===== src/rtl/dac_stream_formatter.sv =====
// rtl/dac_stream_formatter.sv - two-lane DAC sample formatter with offset/saturation, routing and soft-mute gain ramp
// Output is a two-stage stream pipeline; every register advances only when the output register can move.
module dac_stream_formatter #(
   parameter int DW   = 14,
   parameter int STEP = 64
) (
   input  logic          clk,
   input  logic          rst,
   input  logic [DW-1:0] ch_a,
   input  logic [DW-1:0] ch_b,
   input  logic [DW-1:0] offset_a,
   input  logic [DW-1:0] offset_b,
   input  logic [1:0]    mode,
   input  logic          enable,
   output logic [31:0]   m_axis_tdata,
   output logic          m_axis_tvalid,
   input  logic          m_axis_tready,
   output logic [1:0]    ramp_state
);

   typedef enum logic [1:0] {
      MUTED     = 2'd0,
      RAMP_UP   = 2'd1,
      ACTIVE    = 2'd2,
      RAMP_DOWN = 2'd3
   } ramp_t;

   localparam logic [9:0] STEP_W    = 10'(STEP);
   localparam logic [8:0] GAIN_FULL = 9'd256;

   logic [DW-1:0] s1_l0_q, s1_l0_d;
   logic [DW-1:0] s1_l1_q, s1_l1_d;
   logic          v1_q, v1_d;
   logic [31:0]   tdata_q, tdata_d;
   logic          tvalid_q, tvalid_d;
   logic [8:0]    gain_q, gain_d;
   ramp_t         state_q, state_d;
   logic [DW-1:0] tcnt_q, tcnt_d;

   logic          adv;
   logic [DW-1:0] sat_a, sat_b;
   logic [9:0]    gain_up_raw;
   logic [8:0]    gain_up, gain_dn;
   logic [15:0]   lane0_ext, lane1_ext;

   // Overflow of the DW+1 bit sum shows up as disagreeing top two bits.
   function automatic logic [DW-1:0] sat_add(input logic [DW-1:0] ch, input logic [DW-1:0] off);
      logic [DW:0] sum;
      sum = {ch[DW-1], ch} + {off[DW-1], off};
      if (sum[DW] != sum[DW-1])
         return sum[DW] ? {1'b1, {(DW-1){1'b0}}} : {1'b0, {(DW-1){1'b1}}};
      return sum[DW-1:0];
   endfunction

   function automatic logic [DW-1:0] scale(input logic [DW-1:0] s, input logic [8:0] g);
      logic signed [DW+9:0] a;
      logic signed [DW+9:0] b;
      logic signed [DW+9:0] prod;
      logic signed [DW+9:0] sh;
      a    = {{10{s[DW-1]}}, s};
      b    = {{(DW+1){1'b0}}, g};
      prod = a * b;
      sh   = prod >>> 8;
      return sh[DW-1:0];
   endfunction

   assign adv         = !tvalid_q || m_axis_tready;
   assign sat_a       = sat_add(ch_a, offset_a);
   assign sat_b       = sat_add(ch_b, offset_b);
   assign gain_up_raw = {1'b0, gain_q} + STEP_W;
   assign gain_up     = (gain_up_raw > {1'b0, GAIN_FULL}) ? GAIN_FULL : gain_up_raw[8:0];
   assign gain_dn     = ({1'b0, gain_q} <= STEP_W) ? 9'd0 : (gain_q - STEP_W[8:0]);

   always_comb begin
      s1_l0_d   = s1_l0_q;
      s1_l1_d   = s1_l1_q;
      v1_d      = v1_q;
      tdata_d   = tdata_q;
      tvalid_d  = tvalid_q;
      gain_d    = gain_q;
      state_d   = state_q;
      tcnt_d    = tcnt_q;
      lane0_ext = '0;
      lane1_ext = '0;
      lane0_ext[DW-1:0] = scale(s1_l0_q, gain_q);
      lane1_ext[DW-1:0] = scale(s1_l1_q, gain_q);

      if (adv) begin
         case (mode)
            2'd0: begin s1_l0_d = sat_a;  s1_l1_d = sat_b;  end
            2'd1: begin s1_l0_d = sat_b;  s1_l1_d = sat_a;  end
            2'd2: begin s1_l0_d = sat_a;  s1_l1_d = sat_a;  end
            default: begin s1_l0_d = tcnt_q; s1_l1_d = tcnt_q; end
         endcase

         v1_d     = 1'b1;
         tvalid_d = v1_q;
         // gain_q was updated on the same edge as the stage-1 data it scales here.
         tdata_d  = {lane1_ext, lane0_ext};

         if (tvalid_q && m_axis_tready && (mode == 2'd3))
            tcnt_d = tcnt_q + 1'b1;

         // Direction follows enable in every state; the endpoints decide MUTED/ACTIVE.
         gain_d = enable ? gain_up : gain_dn;
         if (gain_d == GAIN_FULL)
            state_d = ACTIVE;
         else if (gain_d == 9'd0)
            state_d = MUTED;
         else
            state_d = enable ? RAMP_UP : RAMP_DOWN;
      end
   end

   always_ff @(posedge clk or posedge rst) begin
      if (rst) begin
         s1_l0_q  <= '0;
         s1_l1_q  <= '0;
         v1_q     <= 1'b0;
         tdata_q  <= '0;
         tvalid_q <= 1'b0;
         gain_q   <= '0;
         state_q  <= MUTED;
         tcnt_q   <= '0;
      end else begin
         s1_l0_q  <= s1_l0_d;
         s1_l1_q  <= s1_l1_d;
         v1_q     <= v1_d;
         tdata_q  <= tdata_d;
         tvalid_q <= tvalid_d;
         gain_q   <= gain_d;
         state_q  <= state_d;
         tcnt_q   <= tcnt_d;
      end
   end

   assign m_axis_tdata  = tdata_q;
   assign m_axis_tvalid = tvalid_q;
   assign ramp_state    = state_q;

endmodule


===== config.mk =====
export PLATFORM = sky130hd
export DESIGN_NAME = dac_stream_formatter
export DESIGN_NICKNAME = d
export VERILOG_FILES = /design/src/rtl/dac_stream_formatter.sv
export SDC_FILE = /design/constraint.sdc
export NUM_CORES = 1
export LEC_CHECK = 0
export BUFFER_PORTS_ARGS = -buffer_cell sky130_fd_sc_hd__buf_2
export CAP_MARGIN = 10
export CORE_ASPECT_RATIO = 1.2
export CORE_MARGIN = 2
export CORE_UTILIZATION = 57
export DETAILED_ROUTE_END_ITERATION = 10
export MAX_ROUTING_LAYER = met4
export PLACE_DENSITY_LB_ADDON = 0.2
export SLEW_MARGIN = 20
export SYNTH_ARGS = -nofsm -noshare
export SYNTH_HDL_FRONTEND = slang
export SYNTH_SLANG_ARGS = --single-unit

===== constraint.sdc =====
create_clock -name clk -period 5.9 [get_ports clk]
set_clock_uncertainty 0.15 [all_clocks]
set_input_delay 0.59 -clock clk [delete_from_list [all_inputs] [get_ports clk]]
set_output_delay 0.59 -clock clk [all_outputs]
set_load 0.005 [all_outputs]

# Word level (Yosys, flattened, before mapping)
# Index checks and enable logic that the tools add are counted.
# W data, S select, Z words.
word_totals:
  ff_bits: 83
  latchBits: 0
  ramBits: 0
  mem_bits_ro: 0
  input_bits: 62
  output_inout_bits: 35
  mem_count: 0
op_classes:
  addsub: 5
  mul: 2
  div_mod_pow: 0
  n_lt_le_gt_ge: 2
  n_eq_ne: 6
  shifts: 0
  mux: 16
  bitwise_logic: 0
  n_reduce_logical: 9
ops:
  columns: ["operator", "count"]
  rows:
  - ["$mux W14", 6]
  - ["$pmux W14 S2", 2]
  - ["$mul A14 B10 Y22", 2]
  - ["$add A14 B14 Y15", 2]
  - ["$mux W9", 3]
  - ["$add A14 B1 Y14 const B", 1]
  - ["$add A9 B7 Y10 const B", 1]
  - ["$gt A10 B9 Y1 const B", 1]
  - ["$eq A9 B9 Y1 const B", 1]
  - ["$le A9 B7 Y1 const B", 1]
  - ["$logic_not A9 Y1", 1]
  - ["$sub A9 B7 Y9 const B", 1]
  - ["$mux W2", 3]
  - ["$eq A2 B2 Y1 const B", 2]
  - ["$reduce_or A2 Y1", 2]
  - ["$eq A2 B1 Y1 const B", 1]
  - ["$logic_and A1 B1 Y1", 2]
  - ["$logic_not A2 Y1", 1]
  - ["$mux W1", 2]
  - ["$ne A1 B1 Y1", 2]
  - ["$reduce_and A2 Y1", 1]
  - ["$logic_not A1 Y1", 1]
  - ["$logic_or A1 B1 Y1", 1]

# Logic depth before layout (Yosys ltp)
# Gate-level depths: netlist (run 1).
depth:
  depth_word: 7
  ltp_mapped: 22
  mapped_depth_nobuf: 20

# Worst setup path after synthesis (run 1)
# No wires, ideal clock.
synth_timing:
  path_type: "register -> register"
  from: "register gain_q[1]"
  to: "register tdata_q[9], in the netlist m_axis_tdata[9]"
  setup_ps: 137
  arrival_ps: 5314
  required_time_ps: 5613
  path_slack_ps: 299
  stages_incl_launch_ff: 20
  period_less_slack_ps: 5601
  path_cell_list: "dfrtp_1 clkbuf_1 clkbuf_1 nand2_1 fa_1 inv_1 fa_1 fa_1 fa_1 fa_1 ha_1 a21oi_1 nand2_1 nor4_1 nor3b_2 a31oi_1 o21ai_0 a21oi_1 xor2_1 a21oi_1"
synth_via:
  elab_chain_len: 1
synth_rtl:
  columns: ["item", "line", "rtl"]
  rows:
  - ["from (decl)", "36", "logic [8:0] gain_q, gain_d;"]
  - ["from (signal assigned)", "131", "gain_q <= gain_d;"]
  - ["$mul A14 B10 Y22", "62", "prod = a * b;"]
  - ["to (signal assigned)", "129", "tdata_q <= tdata_d;"]
  - ["to (decl)", "34", "logic [31:0] tdata_q, tdata_d;"]
# No other way between the ends.
# A chain may end at the register's enable or synchronous reset.

# Final worst setup path (run 1)
# Same ends and word-level chain as after synthesis.

==> reports/metrics.csv, run 1 <==
metric,value,unit
post-synthesis sequential area ratio,15.2,%
Max Freq,180,MHz
DR iter-0 viols,839,
DR vias,10700,
"commonest non-fill, non-tap cells in the layout","251 x inv_1, 202 x fa_1, 187 x nand2_1",
DRC errors left,0,
final core occ,62.4,%
syn_area_per_cell,8.88,µm²
Clock transition at path regs,0.07,ns
CTS tree,done,
maximum VDD drop,0.000160,V
Syn Inst Count,1536,
Yosys top cell area share,29.7,%
register-to-register setup slack,0.35,ns
Ys Warns,0,
worst setup margin,0.348,ns
number of synthesized flops with an enable pin,0,
startpoint type of the worst setup path,flop,
"critical path fanouts, max",7,
Worst R2R End,m_axis_tdata[9],
Avg Vias per Cell,5.60,
Netlist Area Pre-Place,13600,µm²
Worst Setup End Kind,flop,
diodes inserted,0,
HPWL after DPL,26.0,mm
HP Class,in -> async,
CORE AREA,23700,µm²
port buffer count,92,
Max-Cap Viols,0,
area delta synth->final,8.56,%
Routed WL,32.5,mm
width of the die,145,µm
RePlAce Congestion,0.956,
RSZ-0062 raised after global routing,no,
min Tclk post-route,5.55,ns
most used flip-flop cell after synthesis,dfrtp_1,
Die ar.,25200,µm²
DR pass1 iterations,7,
WP data required,5.97,ns
Leak,7.66,nW
layout cells sized above 1,11.0,%
Fin Hold WS,0.0203,ns
global route overflow,0,
Total Routing Usage GR,27.9,%
setup TNS,0,ns
Skew-Pair Late Insertion Delay,0.36,ns
initial core utilization,57.4,%
"top cells by area, synth","fa_1 30%, dfrtp_1 15%, ha_1 12%",
clk root buf,clkbuf_16,
endpoints failing hold,0,
Wirelength per Cell,16.9,µm
DP Cell Count,1904,
vias in the first global route,11300,
I/O Pins,97,
Max-slew headroom,30.8,%
largest area contributor in the netlist,fa_1,
worst endpoint data arrival time,5.62,ns
Setup CP Type,reg -> reg,
count of state elements after synthesis,83,
final non-filler cell total,1920,
share of power burned in registers,24.2,%
worst slew pin tran,1.04,ns
CTS buffer count,9,
Sw Ratio,45.7,%
Clk pwr share,16.4,%
max-slew violations,0,
Final setup viols,0,
pre-CTS WS,0.194,ns
nets,1988,
chip height,173,µm
H-tree lvl count,3,
Synth cell types,68,
remaining antenna violation count,0,
Max Root-Sink Buffers,2,
worst reg2reg startpoint,gain_q[1],
pin count of the biggest net entering global routing,67,
fin crit share,94.1,%
crit path from,gain_q[1],
Rows,62,
"Async S/R FF share, synth",100,%
# clock sinks,83,
first-pass GRT wire length,54.5,mm
Internal,0.00216,W
Pwr Density,269,nW/µm²
"commonest non-fill, non-tap cell in the layout",inv_1,
initial antenna violation count,0,
hold buffer count at cts,0,
reg2reg path depth,18,
P_sw,0.00182,W
status,completed,
Comb pwr share,59.5,%
## how the worst max path moves through the flow
stage | end | slack [ns] | cells after the start
6_report | m_axis_tdata[9] | 0.35 | 18
5_1_grt | m_axis_tdata[27] | 0.02 | 21
4_1_cts | m_axis_tdata[9] | 0.14 | 18
3_5_place_dp | m_axis_tdata[9] | 0.19 | 18
3_3_place_gp | m_axis_tdata[13] | 0.31 | 19
2_1_floorplan | m_axis_tdata[9] | 0.30 | 19
## routing by layer
metal / up-vias / global-route usage [%] / wire (µm)
li1: 4994 / - / -
met1: 5336 / 33.8 / 12900
met2: 339 / 48.4 / 16700
met3: 77 / 3.21 / 1630
met4: 0 / 10.5 / 1200
met5: - / - / 0
## synth_stat cells (18+ instances only)
cell type,number
o21a_1,18
xor2_1,28
and2_1,126
dfrtp_1,83
xnor2_1,46
ha_1,129
clkbuf_1,65
inv_1,252
nor2_1,58
o21ai_0,55
nand2_1,187
a21oi_1,65
fa_1,202
## critical path: stages (launching register included)
cell and delay (ns):
dfrtp_1 0.52, nand2_1 0.15, fa_1 0.57, inv_1 0.06, fa_1 0.50, fa_1 0.57
fa_1 0.45, fa_1 0.49, ha_1 0.34, a21oi_1 0.18, nand2_1 0.09, nor4_2 0.24
nor3b_2 0.11, a31oi_1 0.20, buf_4 0.17, o21ai_0 0.14, a21oi_1 0.23, xor2_1 0.17
a21oi_1 0.08
## power groups by stage
stage                     clock, W  combinational (W)  sequential (W)
after floorplan                  0            0.00182        0.000836
after global placement           0            0.00229        0.000960
after detailed placement         0            0.00237        0.000967
after CTS                 0.000664            0.00239        0.000956
after global routing      0.000688            0.00272        0.000984
final                     0.000651            0.00236        0.000961
## state kept, by name, indices dropped and copies added, names as in the netlist
register,cells
m_axis_tdata,28
s1_l0_q,14
s1_l1_q,14
tcnt_q,14
gain_q,9
ramp_state,2
m_axis_tvalid,1
v1_q,1
## cell type report
type,count,area (µm²)
multi-input cells,1126,10300
inverters,252,947
well taps,320,400
clock inverters,7,106
fillers,2095,8930
clock buffers,9,225
flip-flops and latches,83,2080
repair buffers,123,713
## repair_timing
action,in CTS,in global routing
hold endpoints to repair,0,0
buffers inserted,0,0
setup endpoints to repair,0,10
gates resized for setup,0,10
## kinds of logic (layout without fill, tap and decap cells)
kind of cell             count (synthesis)  after routing  share of synthesized area, %
adder cells (fa/ha/maj)                331            331                          41.5
AND/OR/NAND/NOR                        455            455                          16.5
other                                    1              4                        0.0275
buffers and inverters                  330            391                          9.33
multiplexers                             5              5                         0.404
flip-flops                              83             83                          15.2
XOR/XNOR                                74             74                          4.75
AO/OA/AOI/OAI                          257            257                          12.3
## stage by stage
step	total power, W	instance area [µm²]
floorplan	0.00266	13600
global placement	0.00325	14400
detailed placement	0.00333	14400
CTS	0.00401	14800
global route	0.00439	14800
finish	0.00398	14800
(Power assumes the default switching activity.)
==> run 2, diff against run 1 <==
CORE_ASPECT_RATIO = not set   (was 1.2)
SKIP_CTS_REPAIR_TIMING = 1   (was not set)
==> run 2 against run 1 <==
Against the previous run: power is 1.2% lower; final cell count hardly changed; die area hardly changed; first-iteration DRC count is 1.7% lower; routed wire length is 0.17% lower; worst hold slack better by 0.0086 ns; count of clock-buffer cells in the layout stayed put; sequential cell count stayed put; sequential share of layout area is 0.064 points higher; sequential power hardly changed; via count is 0.20% higher; critical endpoint is now m_axis_tdata[27].
==> reports/metrics.csv, run 2 (synthesis results as in run 1) <==
metric,value,unit
status,completed,
"Buf+Inv Stages, Crit Path",4,
min Tclk post-route,5.54,ns
HP Class,in -> async,
chip height,159,µm
initial core utilization,58.1,%
CTS tree,done,
Worst path max stage delay,0.55,ns
max FFs per register,28,
Rows,56,
pin count of the biggest net entering global routing,64,
layout cells sized above 1,11.2,%
Fin Hold WS,0.0289,ns
"critical path fanouts, max",13,
global route overflow,0,
vias in the first global route,10900,
initial antenna violation count,0,
RSZ-0062 raised after global routing,no,
Max-slew headroom,33.6,%
Setup CP Type,reg -> reg,
worst endpoint data arrival time,5.61,ns
worst slew pin tran,0.996,ns
CTS buffer count,9,
RePlAce Congestion,0.938,
I/O Pins,97,
WP data required,5.96,ns
Die ar.,25200,µm²
Max Root-Sink Buffers,2,
Worst R2R End,m_axis_tdata[27],
Total Routing Usage GR,28.6,%
# clock sinks,83,
first-pass GRT wire length,54.4,mm
diodes inserted,0,
register-to-register setup slack,0.36,ns
fin crit share,94.0,%
Max Freq,180,MHz
DR pass1 iterations,5,
"commonest non-fill, non-tap cells in the layout","251 x inv_1, 202 x fa_1, 187 x nand2_1",
critical path's slowest cell,fa_1,
Clock transition at path regs,0.08,ns
DRC errors left,0,
Avg Vias per Cell,5.61,
reg2reg path depth,19,
clk root buf,clkbuf_16,
remaining antenna violation count,0,
area delta synth->final,8.27,%
Wirelength per Cell,16.9,µm
startpoint type of the worst setup path,flop,
H-tree lvl count,3,
width of the die,159,µm
nets,1988,
endpoints failing hold,0,
worst reg2reg startpoint,gain_q[1],
"commonest non-fill, non-tap cell in the layout",inv_1,
Placement Cell Area,14400,µm²
DR vias,10800,
max-slew violations,0,
critical-path cell list,"buf_4, nand2_1, fa_1, inv_1, fa_1, fa_1, fa_1, inv_1, fa_1, inv_1, ha_1, and4_1, o211ai_1, a21oi_1, o21ai_1, nand2_1, o31ai_1, xor2_1, a21oi_1",
CORE AREA,23500,µm²
Pwr Density,266,nW/µm²
setup TNS,0,ns
CP top delay family,adder cells,
Worst Setup End Kind,flop,
DR iter-0 viols,825,
Leak,7.64,nW
maximum VDD drop,0.000160,V
Max-Cap Viols,0,
fillers,2007,
HPWL after DPL,26.0,mm
port buffer count,92,
Final setup viols,0,
Skew-Pair Late Insertion Delay,0.36,ns
cell repeated most along the worst path,fa_1,
final instance area,14800,µm²
Routed WL,32.4,mm
==> run 2: worst register-to-register path, stage by stage, from the launching register on <==
cell,delay (ns)
dfrtp_2,0.50
buf_4,0.26
nand2_1,0.11
fa_1,0.55
inv_1,0.06
fa_1,0.50
fa_1,0.51
fa_1,0.49
inv_1,0.05
fa_1,0.47
inv_1,0.04
ha_1,0.32
and4_1,0.21
o211ai_1,0.14
a21oi_1,0.16
o21ai_1,0.24
nand2_1,0.13
o31ai_1,0.25
xor2_1,0.18
a21oi_1,0.09
==> run 2: final cells by class <==
| cell class | instances | area (µm²) | share of cell area, % |
|---|---|---|---|
| clock inverters | 7 | 76.3 | 0.517 |
| inverters | 252 | 947 | 6.42 |
| clock buffers | 9 | 225 | 1.53 |
| repair buffers | 123 | 693 | 4.70 |
| well taps | 319 | 399 | 2.70 |
| flip-flops and latches | 83 | 2090 | 14.1 |
| multi-input cells | 1126 | 10300 | 70.0 |
==> run 2: per-layer routing <==
metal / part of all wire (%) / track usage, %
met1: 42 / 37.4
met4: 2.2 / 7.12
met3: 5.6 / 2.78
met5: 0 / -
met2: 50 / 48.3
==> run 2: power by group <==
part	total, W	switching [W]	internal (W)
clock network	0.000595	0.000292	0.000302
registers	0.000962	0.000233	0.000729
logic	0.00237	0.00132	0.00105
total	0.00393	0.00185	0.00208
==> run 2: worst max path at each step <==
stage | start | end | slack, ns | cells after the start
2_1_floorplan | gain_q[1] | m_axis_tdata[9] | 0.30 | 19
6_report | gain_q[1] | m_axis_tdata[27] | 0.36 | 19
5_1_grt | gain_q[2] | m_axis_tdata[11] | 0.001 | 18
3_5_place_dp | gain_q[1] | m_axis_tdata[13] | -0.02 | 17
4_1_cts | gain_q[3] | m_axis_tdata[13] | -0.04 | 19
3_3_place_gp | gain_q[1] | m_axis_tdata[13] | 0.18 | 18
==> run 2: through the flow <==
step | setup slack (ns) | instances | util (%) | power (W)
floorplan | 0.299 | 1539 | - | 0.00266
finish | 0.355 | 1919 | 62.9 | 0.00393
detailed placement | -0.0171 | 1903 | 61.4 | 0.00332
global placement | 0.185 | 1903 | 61.4 | 0.00324
CTS | -0.0412 | 1919 | 62.7 | 0.00393
global route | 0.00106 | 1919 | 62.9 | 0.00435
==> run 3, diff against run 2 <==
CORE_MARGIN = 1   (was 2)
CORE_UTILIZATION = 60   (was 57)
clock period = 6.5 ns   (was 5.9 ns; I/O delays follow)
==> run 3 against run 2 <==
Against the previous run: combinational power decreased by 13%; die area decreased by 7.3%; non-clock buffer count decreased by 17; largest cell class unchanged; highest routed layer unchanged.
==> reports/metrics.csv, run 3 (synthesis results as in run 1) <==
metric,value,unit
RePlAce Congestion,0.893,
vias in the first global route,10900,
maximum VDD drop,0.000127,V
initial antenna violation count,1,
diodes inserted,0,
Pwr Density,240,nW/µm²
area delta synth->final,6.63,%
Max-Cap Viols,0,
DP Cell Count,1847,
Worst Setup End Kind,flop,
Register Area,2080,µm²
worst endpoint data arrival time,6.07,ns
layout cells sized above 1,9.60,%
endpoints failing hold,0,
Leak,7.55,nW
met3 wire length,1.27,mm
HPWL after DPL,24.2,mm
final non-filler cell total,1863,
Skew-Pair Late Insertion Delay,0.36,ns
Clock transition at path regs,0.07,ns
pin count of the biggest net entering global routing,61,
DRC errors left,0,
CTS tree,done,
Avg Vias per Cell,5.64,
Max Freq,166,MHz
port buffer count,92,
chip height,153,µm
"commonest non-fill, non-tap cell in the layout",inv_1,
nets,1971,
Die ar.,23300,µm²
area of the multi-input gates,10300,µm²
setup TNS,0,ns
# clock sinks,83,
Total Routing Usage GR,29.4,%
fin crit share,92.5,%
CORE AREA,22000,µm²
Rows,54,
worst slew pin tran,0.900,ns
Setup CP Type,reg -> reg,
CTS buffer count,9,
status,completed,
max-slew violations,0,
Max-slew headroom,40.0,%
remaining antenna violation count,0,
DR vias,10500,
WP data required,6.56,ns
width of the die,153,µm
final core occ,66.0,%
Final setup viols,0,
I/O Pins,97,
initial core utilization,61.9,%
fillers,1840,
DR pass1 iterations,7,
DR iter-0 viols,628,
H-tree lvl count,3,
Wirelength per Cell,16.4,µm
Max Root-Sink Buffers,2,
RSZ-0062 raised after global routing,no,
highest routed layer,met4,
"commonest non-fill, non-tap cells in the layout","251 x inv_1, 202 x fa_1, 187 x nand2_1",
HP Class,in -> async,
routed wl met2,15.5,mm
clk root buf,clkbuf_16,
routed length on met1,13.1,mm
first-pass GRT wire length,52.9,mm
max FFs per register,28,
"critical path fanouts, max",18,
min Tclk post-route,6.01,ns
global route overflow,0,
Routed WL,30.5,mm
startpoint type of the worst setup path,flop,
## run 3: cell types whose count changed in the layout (fill, tap and decap cells not counted), sizes merged
cell      before  now
inv          256  255
clkinvlp       0    1
clkinv         3    2
buf          123  106
clkbuf         9   10
## run 3: final cells by class
cell class,count,area share [%]
multi-input combinational,1126,70.9
sequential,83,14.3
inverter,252,6.51
timing repair buffer,106,3.89
tap,280,2.41
clock buffer,10,1.64
clock inverter,6,0.370
## run 3: worst paths after layout
| check | startpoint | end | slack (ns) | depth (start not counted) |
|---|---|---|---|---|
| worst min register to register | v1_q | v1_q | 0.31 | 1 |
| min in group clk | v1_q | v1_q | 0.31 | 1 |
| worst max register to register | gain_q[2] | m_axis_tdata[13] | 0.49 | 17 |
| worst min-delay path | rst | v1_q | 0.12 | 2 |
| max in group asynchronous | rst | ramp_state[0] | 4.94 | 3 |
| worst max-delay path | gain_q[2] | m_axis_tdata[13] | 0.49 | 17 |
## run 3: metrics by stage
step / total power [W] / area [µm²] / hold slack [ns] / setup WS [ns]
2_1_floorplan: 0.00241 / 13600 / 0.275 / 0.899
3_3_place_gp: 0.00289 / 14200 / 0.293 / 0.734
3_5_place_dp: 0.00296 / 14200 / 0.296 / 0.536
4_1_cts: 0.00350 / 14500 / 0.131 / 0.484
5_1_grt: 0.00387 / 14500 / 0.143 / 0.0594
6_report: 0.00348 / 14500 / 0.118 / 0.486
## run 3: worst max-delay path: stages (launching register included)
cell and delay, ns:
dfrtp_1 0.71, nand2_1 0.18, fa_1 0.54, inv_1 0.05, fa_1 0.49, fa_1 0.56
fa_1 0.43, fa_1 0.49, ha_1 0.34, a21oi_1 0.18, nand2_1 0.07, nor4_1 0.34
nor3b_2 0.13, a31oi_1 0.45, o311ai_1 0.25, a31oi_1 0.25, xnor2_1 0.14, a21oi_1 0.08
## run 3: routing by layer
| layer | global-route usage, % | up-vias |
|---|---|---|
| met5 | - | - |
| met4 | 8.56 | 0 |
| met3 | 2.90 | 41 |
| met2 | 50.2 | 289 |
| met1 | 37.3 | 5216 |
| li1 | - | 4958 |
## run 3: report_power, final
group          internal (W)  switching [W]  leakage (nW)
clock network      0.000277       0.000247         0.142
logic              0.000928        0.00114          6.39
registers          0.000660       0.000230          1.02
